<file path="config.mk">
export PLATFORM = sky130hd
export DESIGN_NAME = b1_preadd_cascade
export DESIGN_NICKNAME = d
export VERILOG_FILES = /design/src/rtl/b1_preadd_cascade.sv
export SDC_FILE = /design/constraint.sdc
export NUM_CORES = 1
export LEC_CHECK = 0
export BUFFER_PORTS_ARGS = -buffer_cell sky130_fd_sc_hd__clkbuf_2
export CORE_UTILIZATION = 45
export CTS_CLUSTER_DIAMETER = 50
export DETAILED_ROUTE_END_ITERATION = 10
export PLACE_DENSITY = 0.72
export SYNTH_ARGS = -nofsm -noshare
export SYNTH_HDL_FRONTEND = slang
export SYNTH_SLANG_ARGS = --single-unit
</file>
<file path="constraint.sdc">
create_clock -name CLK -period 2.8 [get_ports CLK]
set_input_delay 0.28 -clock CLK [delete_from_list [all_inputs] [get_ports CLK]]
set_output_delay 0.28 -clock CLK [all_outputs]
set_load 0.01 [all_outputs]
</file>
<file path="src/rtl/b1_preadd_cascade.sv">
`timescale 1ns/1ps
// B1 stage of the DSP48A1 B path: optional 18-bit pre-adder on D and B0, B1 register, BCOUT cascade.
// Macro PREADD_SUB_EN builds the subtract path selected by OPMODE[1]; undefined = add only.
module b1_preadd_cascade #(
    parameter int DREG      = 1,
    parameter int B1REG     = 1,
    parameter int OPMODEREG = 1
) (
    input  logic        CLK,
    input  logic        RSTB,
    input  logic        CED,
    input  logic        CEB,
    input  logic        CEOPMODE,
    input  logic [1:0]  OPMODE,
    input  logic [17:0] B_MUX0,
    input  logic [17:0] DIN,
    input  logic        IN_VLD,
    output logic [17:0] B_MUX1,
    output logic [17:0] BCOUT,
    output logic        BCOUT_VLD
);

    localparam int DATA_W = 18;

    logic [DATA_W-1:0] r_qd_p0;
    logic [1:0]        r_qop_p0;
    logic [DATA_W-1:0] r_qb1_p1;
    logic              r_vld_p1;

    logic [DATA_W-1:0] w_qd;
    logic [1:0]        w_qop;
    logic              w_sub;
    logic [DATA_W-1:0] w_pre;
    logic [DATA_W-1:0] w_qb1;
    logic              w_qv;

    // Modulo-2^18 pre-add/subtract; carry and borrow are discarded by the return width.
    function automatic logic [DATA_W-1:0] preadd_wrap(
        input logic [DATA_W-1:0] d,
        input logic [DATA_W-1:0] b,
        input logic              en,
        input logic              sub
    );
        if (!en) begin
            return b;
        end else if (sub) begin
            return d - b;
        end else begin
            return d + b;
        end
    endfunction

    // Stage p0: D and opmode registers
    always_ff @(posedge CLK or posedge RSTB) begin
        if (RSTB) begin
            r_qd_p0 <= '0;
        end else if (CED) begin
            r_qd_p0 <= DIN;
        end
    end

    always_ff @(posedge CLK or posedge RSTB) begin
        if (RSTB) begin
            r_qop_p0 <= '0;
        end else if (CEOPMODE) begin
            r_qop_p0 <= OPMODE;
        end
    end

    assign w_qd  = (DREG != 0)      ? r_qd_p0  : DIN;
    assign w_qop = (OPMODEREG != 0) ? r_qop_p0 : OPMODE;

`ifdef PREADD_SUB_EN
    assign w_sub = w_qop[1];
`else
    // Subtract bit is still registered for reset compatibility but masked off here.
    assign w_sub = w_qop[1] & 1'b0;
`endif

    assign w_pre = preadd_wrap(w_qd, B_MUX0, w_qop[0], w_sub);

    // Stage p1: B1 register; data and valid share CEB so they never diverge
    always_ff @(posedge CLK or posedge RSTB) begin
        if (RSTB) begin
            r_qb1_p1 <= '0;
            r_vld_p1 <= 1'b0;
        end else if (CEB) begin
            r_qb1_p1 <= w_pre;
            r_vld_p1 <= IN_VLD;
        end
    end

    assign w_qb1 = (B1REG != 0) ? r_qb1_p1 : w_pre;
    assign w_qv  = (B1REG != 0) ? r_vld_p1 : IN_VLD;

    assign B_MUX1    = w_qb1;
    assign BCOUT     = w_qb1;
    assign BCOUT_VLD = w_qv;

endmodule

</file>
==> results_dict.tcl, run 1 <==
set metrics [dict create \
    status "completed" \
    place.port_buffers 79 \
    fin_crit_sh_pct 89.2 \
    grt_pass1_vias 1796 \
    drive_above_1_share_pct 38.0 \
    postCtsHoldBufs 0 \
    critPathMaxFanout 3 \
    cts_tree "yes" \
    diodes 0 \
    fin_util_pct 56.0 \
    design_area_um2 2900 \
    avgSynthCellArea_um2 10.3 \
    max_freq_ghz 0.400 \
    slew_violations 0 \
    use_met2_pct 33.1 \
    crit_path_cell_trace "ha_1 > fa_1 > a21oi_1 > o21ai_0 > a211oi_1 > nor2_1 > a311o_1 > nand4b_1 > o211ai_1" \
    core_area_um2 5170 \
    yosysWarnings 0 \
    worstPathArrival_ns 2.67 \
    ys_seq_elements 38 \
    power_leakage_nw 1.44 \
    htree_levels 2 \
    fillers 466 \
    drtPass1Iterations 4 \
    power.density_nw_per_um2 608 \
    vias 1907 \
    antenna_found_initial 0 \
    hold_path_class "in -> async" \
    yosysSeqAreaShare_pct 38.7 \
    relSlewSlack_pct 64.0 \
    async_flop_share_pct 100 \
    finalSetupViolations 0 \
    crit_type "reg -> reg" \
    worstMarginPinSlew_ns 0.538 \
    worst_path_max_delay_cell "fa_1" \
    rows 26 \
    top_usage_layer "met2" \
    grt_max_degree 39 \
    synth.net_count 300 \
    fin_setup_tns_ns 0 \
    synth_area_um2 2460 \
    peakVddDrop_mv 0.300 \
    post_cts_resized 0 \
    instances_no_fill 373 \
    place_congestion 0.944 \
    initial_core_util_pct 47.5 \
    track_usage_pct 19.9 \
    drc 0 \
    syn2layout_area_growth_pct 17.9 \
    rsz0062_at_grt "false" \
    slowest_delay_ns 0.41 \
    die_w_um 75.9 \
    ant_nets 0 \
    overflow 0 \
    die_y_um 75.9 \
    grt_util_met3_pct 3.57 \
    cts_made_buffers 5 \
    dieArea_um2 5760 \
    cts_sinks 38 \
    grt_first_pass_wirelength_um 8450 \
    dpl.cell_count 365 \
    mostFrequentLayoutCells "79 x clkbuf_2, 38 x dfrtp_1, 20 x a21oi_1, 20 x mux2_2, 17 x ha_1" \
    r2r_slack_ns 0.30 \
    end_kind "register" \
    synth_ff_type "dfrtp_1" \
    io_pins 81 \
    placed_area_um2 2790 \
    cp.required_ns 2.97 \
    clock_latency_ns 0.29 \
    drt-initial-drc-count 137 \
    cap_violations 0 \
    startpoint_type "register" \
    final_common_cell "clkbuf_2" \
    synth_cell_types 42 \
    clock_path_buffers 2 \
    viasPerCell 5.11 \
    root_buffer "clkbuf_8" \
    wl_per_cell_um 13.9 \
    wl_um 5180 \
    finalCriticalPeriod_ns 2.50 \
    final_nets 364 \
    grt_use_met1_pct 26.2 \
    clk_pin_slew_ns 0.08 \
    hpwl_um 3900 \
    synth_edf_count 0 \
    hold_violations 0 \
    finClkSkew_ns 0.00981 \
    cts_setup_buffers 0 \
    syn_inst 238 \
]
## state kept, by name, indices dropped and copies added (netlist names)
register / cells
BCOUT: 18
r_qd_p0: 18
BCOUT_VLD: 1
r_qop_p0: 1
## cells in the mapped netlist (2+ instances only)
cell type | count | area share, %
nand2_1 | 9 | 1.4
xor2_1 | 8 | 2.9
a22oi_1 | 7 | 2.1
xnor2_1 | 6 | 2.1
mux2i_1 | 8 | 3.3
o21a_1 | 2 | 0.61
buf_4 | 19 | 5.8
o21ai_2 | 2 | 0.71
mux2_2 | 20 | 9.2
o21ai_0 | 9 | 1.8
a211oi_1 | 4 | 1.2
nor2b_1 | 3 | 0.76
a21o_1 | 9 | 2.7
clkbuf_1 | 4 | 0.61
a31oi_1 | 3 | 0.76
ha_1 | 17 | 8.7
dfrtp_1 | 38 | 39
and3_2 | 2 | 0.61
a21oi_1 | 20 | 4.1
nor3b_1 | 3 | 0.92
nor2_1 | 16 | 2.4
inv_1 | 4 | 0.61
nand3_1 | 4 | 0.81
a21o_2 | 2 | 0.71
and3_1 | 2 | 0.51
## cell type report
class / instances / area (um^2) / share of cell area (%)
clock buffer: 7 / 76.3 / 2.63
multi-input combinational: 171 / 1320 / 45.5
sequential: 38 / 951 / 32.8
clock inverter: 1 / 30.0 / 1.04
tap: 70 / 87.6 / 3.02
timing repair buffer: 82 / 418 / 14.4
inverter: 4 / 15.0 / 0.518
## final timing paths
kind / start / to / cells past startpoint
setup reg to reg: r_qd_p0[0]$_DFFE_PP0P_ / BCOUT[16]$_DFFE_PP0P_ / 9
hold / removal: RSTB / r_qd_p0[13]$_DFFE_PP0P_ / 3
max in group asynchronous: RSTB / r_qd_p0[6]$_DFFE_PP0P_ / 3
hold reg to reg: r_qd_p0[6]$_DFFE_PP0P_ / r_qd_p0[6]$_DFFE_PP0P_ / 1
setup / recovery: r_qd_p0[0]$_DFFE_PP0P_ / BCOUT[16]$_DFFE_PP0P_ / 9
min in group CLK: DIN[17] / r_qd_p0[17]$_DFFE_PP0P_ / 2
## metrics by stage
stage	power [mW]	hold WS [ns]	worst slack [ns]
floorplan	1.17	0.415	0.580
global placement	1.30	0.399	0.336
detailed placement	1.32	0.412	0.291
CTS	1.78	0.0857	0.301
global route	1.89	0.111	0.163
finish	1.76	0.0666	0.302
## report_power, final
part	internal, mW	total (mW)	switching (mW)
registers	0.631	0.695	0.0639
clock network	0.267	0.462	0.196
logic	0.285	0.605	0.320
total	1.18	1.76	0.579
## cells by family (layout without fill, tap and decap cells)
family          count (synthesis)  after routing  share of synthesized area [%]
buf+inv                        29             94                           7.64
flops                          38             38                           38.7
mux                            28             28                           12.4
compound gates                 67             67                           17.9
fa+ha+maj                      18             18                           9.47
xor+xnor                       14             14                           4.99
simple gates                   44             44                           8.86
## worst max-delay path: cells and delay by family (launching register included)
kind,cells,cell delay [ns]
compound gates,5,1.13
simple gates,2,0.25
flops,1,0.38
fa+ha+maj,2,0.61
## routing by layer
metal,vias to the layer above,part of all wire (%)
met3,4,3.4
met5,-,0
met2,44,49
met4,0,0.89
li1,968,-
met1,891,46
(Power assumes the default switching activity.)
==> run 2, diff against run 1 <==
- REMOVE_ABC_BUFFERS: default -> 1
==> run 2 against run 1 <==
Compared with the run above:
- global-route usage decreased by 0.43 points
- clock-buffer cell count decreased by 2
- core utilization decreased by 0.53 points
- combinational power decreased by 0.8%
- wire length decreased by 0.75%
- design area decreased by 0.95%
- worst setup slack improved by 0.016 ns
- register-to-register slack improved by 0.02 ns
- critical path type unchanged
- critical endpoint unchanged
- largest power group unchanged
==> results_dict.tcl, run 2 (synthesis gave the netlist of run 1 again) <==
set metrics [dict create \
    status "completed" \
    worstMarginPinSlew_ns 0.575 \
    crit_type "reg -> reg" \
    core_area_um2 5170 \
    finClkSkew_ns 0.00260 \
    dp_slack_ns 0.287 \
    place_congestion 0.887 \
    reg2reg_depth 9 \
    slowest_delay_ns 0.41 \
    diodes 0 \
    end_kind "register" \
    track_usage_pct 19.4 \
    cap_violations 0 \
    critPathMaxFanout 3 \
    clock_path_buffers 2 \
    rsz0062_at_grt "false" \
    relSlewSlack_pct 61.7 \
    rows 26 \
    syn2layout_area_growth_pct 16.8 \
    hpwl_um 3870 \
    final_nets 364 \
    vias 1976 \
    worstPathArrival_ns 2.65 \
    drc 0 \
    startpoint "r_qd_p0[0]$_DFFE_PP0P_" \
    fin_setup_tns_ns 0 \
    grt_pass1_vias 1932 \
    mostFrequentLayoutCells "79 x clkbuf_2, 38 x dfrtp_1, 20 x a21oi_1, 20 x mux2_2, 17 x ha_1" \
    finalSetupViolations 0 \
    timing.rr.start "r_qd_p0[0]$_DFFE_PP0P_" \
    worstSetupEndpoint "BCOUT[16]$_DFFE_PP0P_" \
    design_area_um2 2870 \
    die_w_um 75.9 \
    drtPass1Iterations 4 \
    drive_above_1_share_pct 38.4 \
    startpoint_type "register" \
    antenna_found_initial 0 \
    r2r_slack_ns 0.32 \
    overflow 0 \
    drt-initial-drc-count 56 \
    power_leakage_nw 1.43 \
    viasPerCell 5.31 \
    grt_first_pass_wirelength_um 8320 \
    cts_sinks 38 \
    placed_area_um2 2790 \
    cts_made_buffers 5 \
    hold_path_class "in -> async" \
    place.port_buffers 79 \
    initial_core_util_pct 47.5 \
    post_cts_resized 0 \
    peakVddDrop_mv 0.246 \
    wl_um 5140 \
    cts_setup_buffers 0 \
    power.density_nw_per_um2 575 \
    grt_max_degree 39 \
    clock_latency_ns 0.29 \
    cts_tree "yes" \
    fin_crit_sh_pct 88.6 \
    hold_violations 0 \
    final_common_cell "clkbuf_2" \
    dieArea_um2 5760 \
    slew_violations 0 \
    root_buffer "clkbuf_8" \
    postCtsHoldBufs 0 \
    worst_path_max_delay_cell "fa_1" \
    io_pins 81 \
    crit_path_cell_trace "ha_1 > fa_1 > a21oi_1 > o21ai_0 > a211oi_1 > nor2_1 > a311o_1 > nand4b_1 > o211ai_1" \
    ant_nets 0 \
    htree_levels 2 \
    whs_ns 0.0787 \
    finalPower_mw 1.65 \
    finalCriticalPeriod_ns 2.48 \
    wl_per_cell_um 13.8 \
    r2r-end "BCOUT[16]$_DFFE_PP0P_" \
    fin_ws_ns 0.318 \
    max_freq_ghz 0.403 \
    clk_pin_slew_ns 0.07 \
    die_y_um 75.9 \
    cp.required_ns 2.97 \
]
[run 2: routing by layer]
metal / vias up / share of wire, % / GRT usage (%)
met5: - / 0 / 0
met4: 0 / 1.7 / 8.23
met3: 10 / 5.1 / 4.23
met2: 58 / 48 / 34.8
met1: 934 / 45 / 22.2
li1: 974 / - / -
[run 2: report_power, final]
part	leakage, nW	internal, mW	switching, mW
logic	0.944	0.285	0.315
clock network	0.0438	0.167	0.186
registers	0.445	0.631	0.0662
total	1.43	1.08	0.567
[run 2: how the worst min path moves through the flow]
stage          startpoint                       to  slack, ns  cells after the start
2_1_floorplan         CEB     BCOUT[0]$_DFFE_PP0P_       0.36                      1
3_3_place_gp         RSTB    BCOUT_VLD$_DFFE_PP0P_       0.40                      3
3_5_place_dp         RSTB    BCOUT[13]$_DFFE_PP0P_       0.41                      3
4_1_cts              RSTB    BCOUT_VLD$_DFFE_PP0P_       0.09                      3
5_1_grt              RSTB    BCOUT_VLD$_DFFE_PP0P_       0.15                      3
6_report             RSTB  r_qd_p0[13]$_DFFE_PP0P_       0.08                      3
[run 2: layout make-up]
class,count,area (um^2)
clock buffer,5,68.8
sequential,38,951
tap,70,87.6
inverter,4,15.0
clock inverter,2,10.0
timing repair buffer,82,418
multi-input combinational,171,1320
fill,479,2300
[run 2: through the flow]
stage / utilization (%) / instances
floorplan: - / 213
global placement: 53.9 / 365
detailed placement: 53.9 / 365
CTS: 55.5 / 372
global route: 55.5 / 372
finish: 55.5 / 372
[run 2: critical path, delay by kind of cell (launching register included)]
kind            cells  cell delay [ns]
simple gates        2             0.25
fa+ha+maj           2             0.62
flops               1             0.39
compound gates      5             1.09
==> run 3, diff against run 2 <==
==> constraint.sdc (replaced) <==
create_clock -name CLK -period 2.8 [get_ports CLK]
set_input_delay 0.56 -clock CLK [delete_from_list [all_inputs] [get_ports CLK]]
set_output_delay 0.56 -clock CLK [all_outputs]
set_load 0.01 [all_outputs]
==> run 3 against run 2 <==
Compared with the run above:
- hold slack better by 0.20 ns
- die area stayed put
- clock-buffer cell count is 2 higher
- critical path depth unchanged
- clock skew up 0.0054 ns
- global-route usage fell by 0.35 points
- clock power rose by 7.6%
- critical endpoint unchanged
==> results_dict.tcl, run 3 (synthesis gave the netlist of run 1 again) <==
set metrics [dict create \
    clock_latency_ns 0.29 \
    worstMarginPinSlew_ns 0.566 \
    htree_levels 2 \
    crit_path_cell_trace "ha_1 > fa_1 > a21oi_1 > o21ai_0 > a211oi_1 > nor2_1 > a311o_1 > nand4b_1 > o211ai_1" \
    peakVddDrop_mv 0.312 \
    end_kind "register" \
    grt_first_pass_wirelength_um 8170 \
    power_leakage_nw 1.44 \
    rsz0062_at_grt "false" \
    clock_path_buffers 2 \
    drive_above_1_share_pct 38.5 \
    cap_violations 0 \
    whs_ns 0.283 \
    finalSetupViolations 0 \
    clk_pin_slew_ns 0.07 \
    final_common_cell "clkbuf_2" \
    fin_setup_tns_ns 0 \
    slowest_delay_ns 0.41 \
    grt_max_degree 27 \
    wl_per_cell_um 13.5 \
    ff_latch_area_um2 951 \
    antenna_found_initial 0 \
    crit_type "reg -> reg" \
    ant_nets 0 \
    dieArea_um2 5760 \
    critical_path_buf_inv_count 0 \
    drt-initial-drc-count 81 \
    initial_core_util_pct 47.5 \
    mostFrequentLayoutCells "79 x clkbuf_2, 38 x dfrtp_1, 20 x a21oi_1, 20 x mux2_2, 17 x ha_1" \
    status "completed" \
    finalCriticalPeriod_ns 2.44 \
    cts_tree "yes" \
    cts_setup_buffers 0 \
    fillers 498 \
    power.density_nw_per_um2 580 \
    startpoint_type "register" \
    slew_violations 0 \
    hold_path_class "in -> async" \
    root_buffer "clkbuf_8" \
    syn2layout_area_growth_pct 17.6 \
    cts_made_buffers 5 \
    rows 26 \
    hpwl_um 3900 \
    cts_sinks 38 \
    fin_crit_sh_pct 87.2 \
    drtPass1Iterations 4 \
    hold_violations 0 \
    worst_path_max_delay_cell "fa_1" \
    viasPerCell 5.25 \
    finalPower_mw 1.68 \
    place.port_buffers 79 \
    core_area_um2 5170 \
    relSlewSlack_pct 62.3 \
    post_cts_resized 0 \
    grt_pass1_vias 1844 \
    wl_um 5040 \
    place_congestion 0.889 \
    critPathMaxFanout 3 \
    multi_input_area_um2 1320 \
    vias 1962 \
    worstPathArrival_ns 2.60 \
    die_w_um 75.9 \
    overflow 0 \
    io_pins 81 \
    track_usage_pct 19.1 \
    crit_family "compound AO/OA/AOI/OAI gates" \
    postCtsHoldBufs 0 \
    diodes 0 \
    finClkSkew_ns 0.00805 \
    die_y_um 75.9 \
    cp.required_ns 2.96 \
    final_nets 365 \
    drc 0 \
    max_freq_ghz 0.409 \
]
-- run 3: worst paths after layout --
path / endpoint / slack (ns) / from / depth (start not counted)
setup / recovery: BCOUT[16]$_DFFE_PP0P_ / 0.36 / r_qd_p0[0]$_DFFE_PP0P_ / 9
hold / removal: r_qd_p0[4]$_DFFE_PP0P_ / 0.28 / RSTB / 2
setup reg to reg: BCOUT[16]$_DFFE_PP0P_ / 0.36 / r_qd_p0[0]$_DFFE_PP0P_ / 9
hold reg to reg: BCOUT_VLD$_DFFE_PP0P_ / 0.51 / BCOUT_VLD$_DFFE_PP0P_ / 1
max in group asynchronous: BCOUT[9]$_DFFE_PP0P_ / 1.78 / RSTB / 3
min in group CLK: r_qd_p0[3]$_DFFE_PP0P_ / 0.50 / DIN[3] / 2
-- run 3: final cells by class --
| class | instances | area share, % |
|---|---|---|
| clock buffers | 7 | 2.99 |
| clock inverters | 1 | 0.173 |
| inverters | 4 | 0.520 |
| multi-input cells | 171 | 45.6 |
| flip-flops and latches | 38 | 32.9 |
| well taps | 70 | 3.03 |
| repair buffers | 83 | 14.7 |
-- run 3: worst register-to-register path: stages, from the launching register on --
cell and delay, ns:
dfrtp_1 0.38, ha_1 0.21, fa_1 0.41, a21oi_1 0.19, o21ai_0 0.15, a211oi_1 0.33, nor2_1 0.15, a311o_1 0.31
nand4b_1 0.10, o211ai_1 0.09
-- run 3: per-layer routing --
layer | wire (um) | up-vias | track usage (%)
li1 | - | 981 | -
met1 | 2360 | 909 | 23.4
met2 | 2340 | 63 | 33.0
met3 | 257 | 9 | 4.23
met4 | 85 | 0 | 6.58
met5 | 0 | - | 0
-- run 3: through the flow --
stage               worst slack, ns  util [%]  instances  instance area (um^2)
floorplan                     0.365         -        213                  2280
global placement             0.0868      54.1        366                  2800
detailed placement           0.0338      54.1        366                  2800
CTS                           0.324      55.9        374                  2890
global route                  0.168      55.9        374                  2890
finish                        0.357      55.9        374                  2890
-- run 3: power by group --
part / leakage, nW / internal (mW) / switching [mW]
Sequential: 0.445 / 0.631 / 0.0658
Combinational: 0.949 / 0.286 / 0.313
Clock: 0.0482 / 0.199 / 0.182
